File: src/rtl/bcd_serial_addsub.sv
// Digit-serial BCD adder/subtractor: one digit per clock, LSD first, with a
// second complementing pass so a negative difference comes out as magnitude plus sign.
module bcd_serial_addsub #(
    parameter int DIGITS = 4
) (
    input  logic                  CLOCK_50,
    input  logic                  rst_n,
    input  logic                  start,
    input  logic                  op,
    input  logic [4*DIGITS-1:0]   a,
    input  logic [4*DIGITS-1:0]   b,
    output logic [4*DIGITS-1:0]   result,
    output logic                  ovf,
    output logic                  neg,
    output logic                  err,
    output logic                  busy,
    output logic                  done
);

    localparam int IW = (DIGITS > 1) ? $clog2(DIGITS) : 1;
    localparam logic [IW-1:0] LastIdx = IW'(DIGITS - 1);

    localparam logic [1:0] ST_IDLE = 2'd0;
    localparam logic [1:0] ST_RUN  = 2'd1;
    localparam logic [1:0] ST_FIX  = 2'd2;
    localparam logic [1:0] ST_DONE = 2'd3;

    logic [1:0]          state_q, state_d;
    logic [4*DIGITS-1:0] a_q, a_d, b_q, b_d, result_q, result_d;
    logic                op_q, op_d, ovf_q, ovf_d, neg_q, neg_d, err_q, err_d, c_q, c_d;
    logic [IW-1:0]       idx_q, idx_d;

    logic [3:0] a_dig, b_dig, r_dig, add_x, add_y, sum_dig;
    logic [4:0] sum;
    logic       sum_c, bad_digit;

    assign a_dig = a_q[4*int'(idx_q) +: 4];
    assign b_dig = b_q[4*int'(idx_q) +: 4];
    assign r_dig = result_q[4*int'(idx_q) +: 4];

    // One shared digit adder: RUN adds A to B (or its nines' complement),
    // FIX adds the carry to the nines' complement of the partial result.
    always_comb begin
        if (state_q == ST_FIX) begin
            add_x = 4'd9 - r_dig;
            add_y = 4'd0;
        end else begin
            add_x = a_dig;
            add_y = op_q ? (4'd9 - b_dig) : b_dig;
        end
        sum = {1'b0, add_x} + {1'b0, add_y} + {4'b0, c_q};
        if (sum > 5'd9) begin
            sum_dig = sum[3:0] + 4'd6;
            sum_c   = 1'b1;
        end else begin
            sum_dig = sum[3:0];
            sum_c   = 1'b0;
        end
    end

    always_comb begin
        bad_digit = 1'b0;
        for (int i = 0; i < DIGITS; i++) begin
            if (a[4*i +: 4] > 4'd9 || b[4*i +: 4] > 4'd9) bad_digit = 1'b1;
        end
    end

    always_comb begin
        state_d  = state_q;
        a_d      = a_q;
        b_d      = b_q;
        op_d     = op_q;
        result_d = result_q;
        ovf_d    = ovf_q;
        neg_d    = neg_q;
        err_d    = err_q;
        c_d      = c_q;
        idx_d    = idx_q;
        case (state_q)
            ST_IDLE: begin
                if (start) begin
                    a_d      = a;
                    b_d      = b;
                    op_d     = op;
                    result_d = '0;
                    ovf_d    = 1'b0;
                    neg_d    = 1'b0;
                    err_d    = bad_digit;
                    idx_d    = '0;
                    c_d      = op;
                    state_d  = bad_digit ? ST_DONE : ST_RUN;
                end
            end
            ST_RUN: begin
                result_d[4*int'(idx_q) +: 4] = sum_dig;
                c_d = sum_c;
                if (idx_q == LastIdx) begin
                    if (!op_q) begin
                        ovf_d   = sum_c;
                        state_d = ST_DONE;
                    end else if (sum_c) begin
                        state_d = ST_DONE;
                    end else begin
                        // No end-around carry: A<B, re-complement to get B-A.
                        neg_d   = 1'b1;
                        idx_d   = '0;
                        c_d     = 1'b1;
                        state_d = ST_FIX;
                    end
                end else begin
                    idx_d = idx_q + IW'(1);
                end
            end
            ST_FIX: begin
                result_d[4*int'(idx_q) +: 4] = sum_dig;
                c_d = sum_c;
                if (idx_q == LastIdx) begin
                    idx_d   = '0;
                    state_d = ST_DONE;
                end else begin
                    idx_d = idx_q + IW'(1);
                end
            end
            default: state_d = ST_IDLE;
        endcase
    end

    always_ff @(posedge CLOCK_50 or negedge rst_n) begin
        if (!rst_n) begin
            state_q  <= ST_IDLE;
            a_q      <= '0;
            b_q      <= '0;
            op_q     <= 1'b0;
            result_q <= '0;
            ovf_q    <= 1'b0;
            neg_q    <= 1'b0;
            err_q    <= 1'b0;
            c_q      <= 1'b0;
            idx_q    <= '0;
        end else begin
            state_q  <= state_d;
            a_q      <= a_d;
            b_q      <= b_d;
            op_q     <= op_d;
            result_q <= result_d;
            ovf_q    <= ovf_d;
            neg_q    <= neg_d;
            err_q    <= err_d;
            c_q      <= c_d;
            idx_q    <= idx_d;
        end
    end

    assign result = result_q;
    assign ovf    = ovf_q;
    assign neg    = neg_q;
    assign err    = err_q;
    assign busy   = (state_q != ST_IDLE);
    assign done   = (state_q == ST_DONE);

endmodule

File: config.mk
export PLATFORM = sky130hd
export DESIGN_NAME = bcd_serial_addsub
export DESIGN_NICKNAME = d
export VERILOG_FILES = /design/src/rtl/bcd_serial_addsub.sv
export SDC_FILE = /design/constraint.sdc
export NUM_CORES = 1
export LEC_CHECK = 0
export CAP_MARGIN = 20
export CORE_ASPECT_RATIO = 0.9
export CORE_MARGIN = 1
export CORE_UTILIZATION = 45
export CTS_BUF_LIST = sky130_fd_sc_hd__clkbuf_8
export DETAILED_ROUTE_END_ITERATION = 8
export GPL_ROUTABILITY_DRIVEN = 0
export PLACE_DENSITY = 0.7
export SETUP_SLACK_MARGIN = 0.2
export SYNTH_ARGS = -nofsm -noshare
export SYNTH_HDL_FRONTEND = slang
export SYNTH_SLANG_ARGS = --single-unit
File: constraint.sdc
create_clock -name CLOCK_50 -period 6.1 [get_ports CLOCK_50]
set_clock_uncertainty 0.05 [all_clocks]
set_input_delay 0.61 -clock CLOCK_50 [delete_from_list [all_inputs] [get_ports CLOCK_50]]
set_output_delay 0.61 -clock CLOCK_50 [all_outputs]
set_load 0.1 [all_outputs]
Word-level counts from Yosys, hierarchy flattened
Index checks and enable logic that the tools add are counted. W data, S select, Z words.

Bits in registers: 57. Bits of input ports: 36. Output and inout bits: 21. Logic and storage cells: 97.

Add/sub/neg operators: 7. Magnitude comparators: 9. Eq/ne operators: 12. Shift operators: 5. Mux-type cells: 37. Reductions and logical operators: 17.

Operators by type and width (count): $shiftx A16 B5 Y4 (3); $neg A4 Y33 (1); $shift A4 B33 Y16 const A (1); $shiftx A4 B33 Y16 (1); $gt A4 B4 Y1 const B (8); $pmux W16 S2 (1); $mux W2 (9); $bwmux W16 (1); $mux W1 (16); $mux W16 (1); $mux W4 (4); $pmux W2 S3 (2); $ne A2 B2 Y1 const B (5); $reduce_and A4 Y1 (2); $sub A4 B4 Y4 const A (2); $eq A2 B2 Y1 const B (3); $ne A3 B3 Y1 const B (2); $reduce_and A2 Y1 (3); $reduce_bool A2 Y1 (3); $add A4 B4 Y5 (1); $add A5 B1 Y5 (1); $gt A5 B4 Y1 const B (1); $reduce_and A5 Y1 (1); $add A4 B3 Y4 const B (1); other kinds (10) (14).

Logic depth before layout (Yosys ltp)
Depth in word-level cells: 12. Gate-level depth with buffers: 17.

Least setup slack after synthesis
OpenSTA, ideal clock, no wires.

Path type: register to register. Start point: register result_q[6] (netlist: result[6]). End point: register result_q[10] (netlist: result[10]). Arrival: 3.639 ns. Setup slack: 2.282 ns. Stages on the path, launching flop included: 13. Path buffers: 0. Clock period less this slack: 3.818 ns. Cell sequence: dfrtp_1 > mux4_2 > inv_1 > ha_1 > mux2_2 > ha_1 > xor2_1 > inv_1 > ha_1 > a221o_1 > and4_4 > a211oi_4 > o21ai_1.

Word-level cells in the longest chain between the ends: 10. Elaborated cells between the ends (all ways): 11. Classes of those cells: add/sub (4); order compare (1); shift (2); mux (4).

RTL lines: start, declared (RTL line 29) `logic [4*DIGITS-1:0] a_q, a_d, b_q, b_d, result_q, result_d;`; start signal, assigned (RTL line 145) `result_q <= result_d;`; $shiftx A16 B5 Y4 (*) (RTL line 39) `assign r_dig = result_q[4*int'(idx_q) +: 4];`; $sub A4 B4 Y4 (*) (RTL line 45) `add_x = 4'd9 - r_dig;`; $mux W4 (*) (RTL line 44) `if (state_q == ST_FIX) begin`; $add A4 B4 Y5 (*) (RTL line 51) `sum = {1'b0, add_x} + {1'b0, add_y} + {4'b0, c_q};`; $add A5 B1 Y5 (*) (RTL line 51); $add A4 B3 Y4 or $gt A5 B4 Y1 (tied branches) (RTL line 53, 52); $mux W4 (*) (RTL line 52) `if (sum > 5'd9) begin`; $shiftx A4 B33 Y16 (*) (RTL line 95, 115); $bwmux W16 (*) (RTL line 95, 115); $pmux W16 S2 (*) (RTL line 79) `case (state_q)`.

Every way passes the cells marked *; elsewhere a longest branch is shown, timed or not. A chain may end at the register's enable or synchronous reset.

Worst setup path after layout
Start point: register idx_q[0]. End point: register result_q[5] (netlist: result[5]).

Word-level cells in the longest chain between the ends: 11. Elaborated cells between the ends (all ways): 18. Classes of those cells: add/sub (6); order compare (1); shift (5); mux (6).

RTL lines: start, declared (RTL line 31) `logic [IW-1:0] idx_q, idx_d;`; start signal, assigned (RTL line 150) `idx_q <= idx_d;`; $shiftx A16 B5 Y4 (RTL line 38) `assign b_dig = b_q[4*int'(idx_q) +: 4];`; $sub A4 B4 Y4 (RTL line 49) `add_y = op_q ? (4'd9 - b_dig) : b_dig;`; $mux W4 (RTL line 49); $mux W4 (RTL line 44); $add A4 B4 Y5 (RTL line 51); $add A5 B1 Y5 (RTL line 51); $add A4 B3 Y4 or $gt A5 B4 Y1 (tied branches) (RTL line 53, 52); $mux W4 (RTL line 52); $shiftx A4 B33 Y16 (RTL line 95, 115); $bwmux W16 (*) (RTL line 95, 115); $pmux W16 S2 (*) (RTL line 79).

Marks and branches as above.

==> impl_metrics.ini <==
[status]
status = completed

[global_route]
grt_pass1_wl_um = 11900
grt_max_degree = 58
overflow = 0
grt_pass1_vias = 2427
antenna_found_initial = 0
track_usage = 0.211

[setup_path]
critPathArrivalTime_ns = 4.51
cp-end-kind = flop
path_buf_inv = 2
path_cells = mux4_2, inv_1, ha_1, mux2_2, ha_1, xor2_1, inv_1, ha_1, a221o_1, and4_1, nor3_2, o21ai_0
path_delay_family = flip-flops
worstReg2RegStart = idx_q[0]
worstPathRequired_ns = 6.26
worstRegToRegCells = 12
crit_path_top_delay_cell = dfrtp_1
path_class = flop to flop
regToRegSetupSlack_ns = 1.75
setup.worst_path.start_class = flop
worstReg2RegEnd = result[5]
startpoint = idx_q[0]
critPathMaxStageDelay_ns = 0.92
crit_top_cell = ha_1
cp_max_fo = 17

[sta]
timing.final.setup_violations = 0
hold_viol_final = 0
slew_violations = 0
fmax_ghz = 0.230
finalSetupTns_ns = 0
rsz0062_at_grt = no
worst_pin_slew_ns = 0.975
period_share = 0.713
max-slew-margin-rel = 0.348
finalCriticalPeriod_ns = 4.35

[synth]
syn_nets = 341
synth.avg_cell_area_um2 = 11.2
ys.warnings.count = 0
syn_area_mm2 = 0.00323
synthCells = 287
synth-seq-cells = 57
yosysUniqueCellTypes = 43
seq_area_frac_synth = 0.442

[clock_tree]
cts_buffer_depth = 2
postCtsHoldBufs = 0
cts_tree = yes
cts_max_level = 3
cts.clk_slew.worst_paths_ns = 0.07
cts_resized = 0
clock_sinks = 57
cts_made_buffers = 9
cts-root-buf = clkbuf_8
cts_setup_buffers = 0
clk-insertion-delay-late_ns = 0.34

[layout]
antenna_cells = 0
layout_common_cells = dfrtp_1 (57), clkdlybuf4s50_1 (55), mux2_2 (35)
final_nets = 399
layout_commonest_cell = dfrtp_1
area_growth_pct = 25.9
finalInstanceArea_mm2 = 0.00406
drive_gt1_frac = 0.200

[flow_run]
maxCapViolCount = 0

[floorplanning]
core-area_mm2 = 0.00676
dieArea_mm2 = 0.00751
num_rows = 28
die_w_um = 91.2
fp.dieH_um = 82.3
ioPinCount = 57
initial_core_util = 0.477

[detailed_routing]
post-route-drc-count = 0
drtIter0Drc = 70
drt-total-wl_um = 7050
wl_met1_um = 3190
dr.pass1.iters = 4
met3_length_um = 380
vias = 2439
highest_layer = met4
avgRoutedWirePerCell_um = 16.0
met2_length_um = 3410
drt-vias-per-instance = 5.54
ant_nets = 0

[place]
io_buffers = 56
placed_area_mm2 = 0.00385
dp_hpwl_um = 5300

[hold_path]
hp-class = input pin to asynchronous set/reset pin
## routing by layer
metal / vias to the layer above / track usage
met2: 73 / 0.344
met3: 8 / 0.0659
met4: 0 / 0.0698
li1: 1156 / -
met5: - / 0
met1: 1202 / 0.272
## Yosys cell counts (all sizes together)
cell type,count,area (um^2)
a21oi,10,50.1
nor2,16,67.6
a2bb2oi,1,8.76
o221ai,1,8.76
nand4b,1,8.76
inv,16,60.1
ha,16,200
mux2,35,394
mux2i,5,50.1
nand2,31,116
o41ai,1,8.76
nor2b,2,12.5
xor2,3,26.3
a31oi,2,12.5
xnor2,2,17.5
or3,3,18.8
nand3,2,10.0
or2,2,12.5
nand2b,1,6.26
fa,2,40.0
mux4,12,278
buf,7,38.8
nor3,4,25.0
nand3b,1,7.51
a221o,1,10.0
o31ai,1,7.51
o21ai,32,160
nand4,6,37.5
clkbuf,4,15.0
dfrtp,57,1430
a211oi,3,35.0
a21o,2,16.3
and4,2,20.0
o22ai,3,18.8
## logic make-up after synthesis
| logic type | synth area share |
|---|---|
| AOI/OAI and AO/OA | 0.104 |
| muxes | 0.224 |
| DFF | 0.442 |
| adders and majority gates | 0.0745 |
| buffers and inverters | 0.0353 |
| and+or+nand+nor | 0.106 |
| xor gates and xnor gates | 0.0136 |
## layout make-up
| cell class | instances | area [um^2] |
|---|---|---|
| Fill cell | 571 | 2700 |
| Multi-Input combinational cell | 203 | 1690 |
| Sequential cell | 57 | 1430 |
| Timing Repair Buffer | 58 | 571 |
| Clock buffer | 11 | 151 |
| Tap cell | 90 | 113 |
| Inverter | 16 | 60.1 |
| Clock inverter | 5 | 55.1 |
## flip-flops by register name, summed over array words and instances (netlist names)
| signal | cells |
|---|---|
| ovf | 1 |
| state_q | 2 |
| neg | 1 |
| b_q | 16 |
| result | 16 |
| c_q | 1 |
| op_q | 1 |
| a_q | 16 |
| err | 1 |
| idx_q | 2 |
## stage by stage
step | cells | worst slack (ns) | hold slack, ns | util
global route | 440 | 1.39 | 0.419 | 0.601
global placement | 424 | 1.92 | 0.433 | 0.570
finish | 440 | 1.75 | 0.358 | 0.601
detailed placement | 424 | 1.75 | 0.441 | 0.570
floorplan | 287 | 2.28 | 0.264 | -
CTS | 440 | 1.73 | 0.384 | 0.601
## worst max-delay path by stage
| stage | to | slack, ns | cells after the start |
|---|---|---|---|
| 2_1_floorplan | result[10] | 2.28 | 12 |
| 4_1_cts | result[5] | 1.73 | 12 |
| 3_5_place_dp | result[5] | 1.75 | 12 |
| 3_3_place_gp | result[9] | 1.92 | 13 |
| 6_report | result[5] | 1.75 | 12 |
| 5_1_grt | result[13] | 1.39 | 13 |
Power is left out: the tool's default activity adds up to more than one toggle a clock period on the data nets, which glitch-free logic cannot reach.
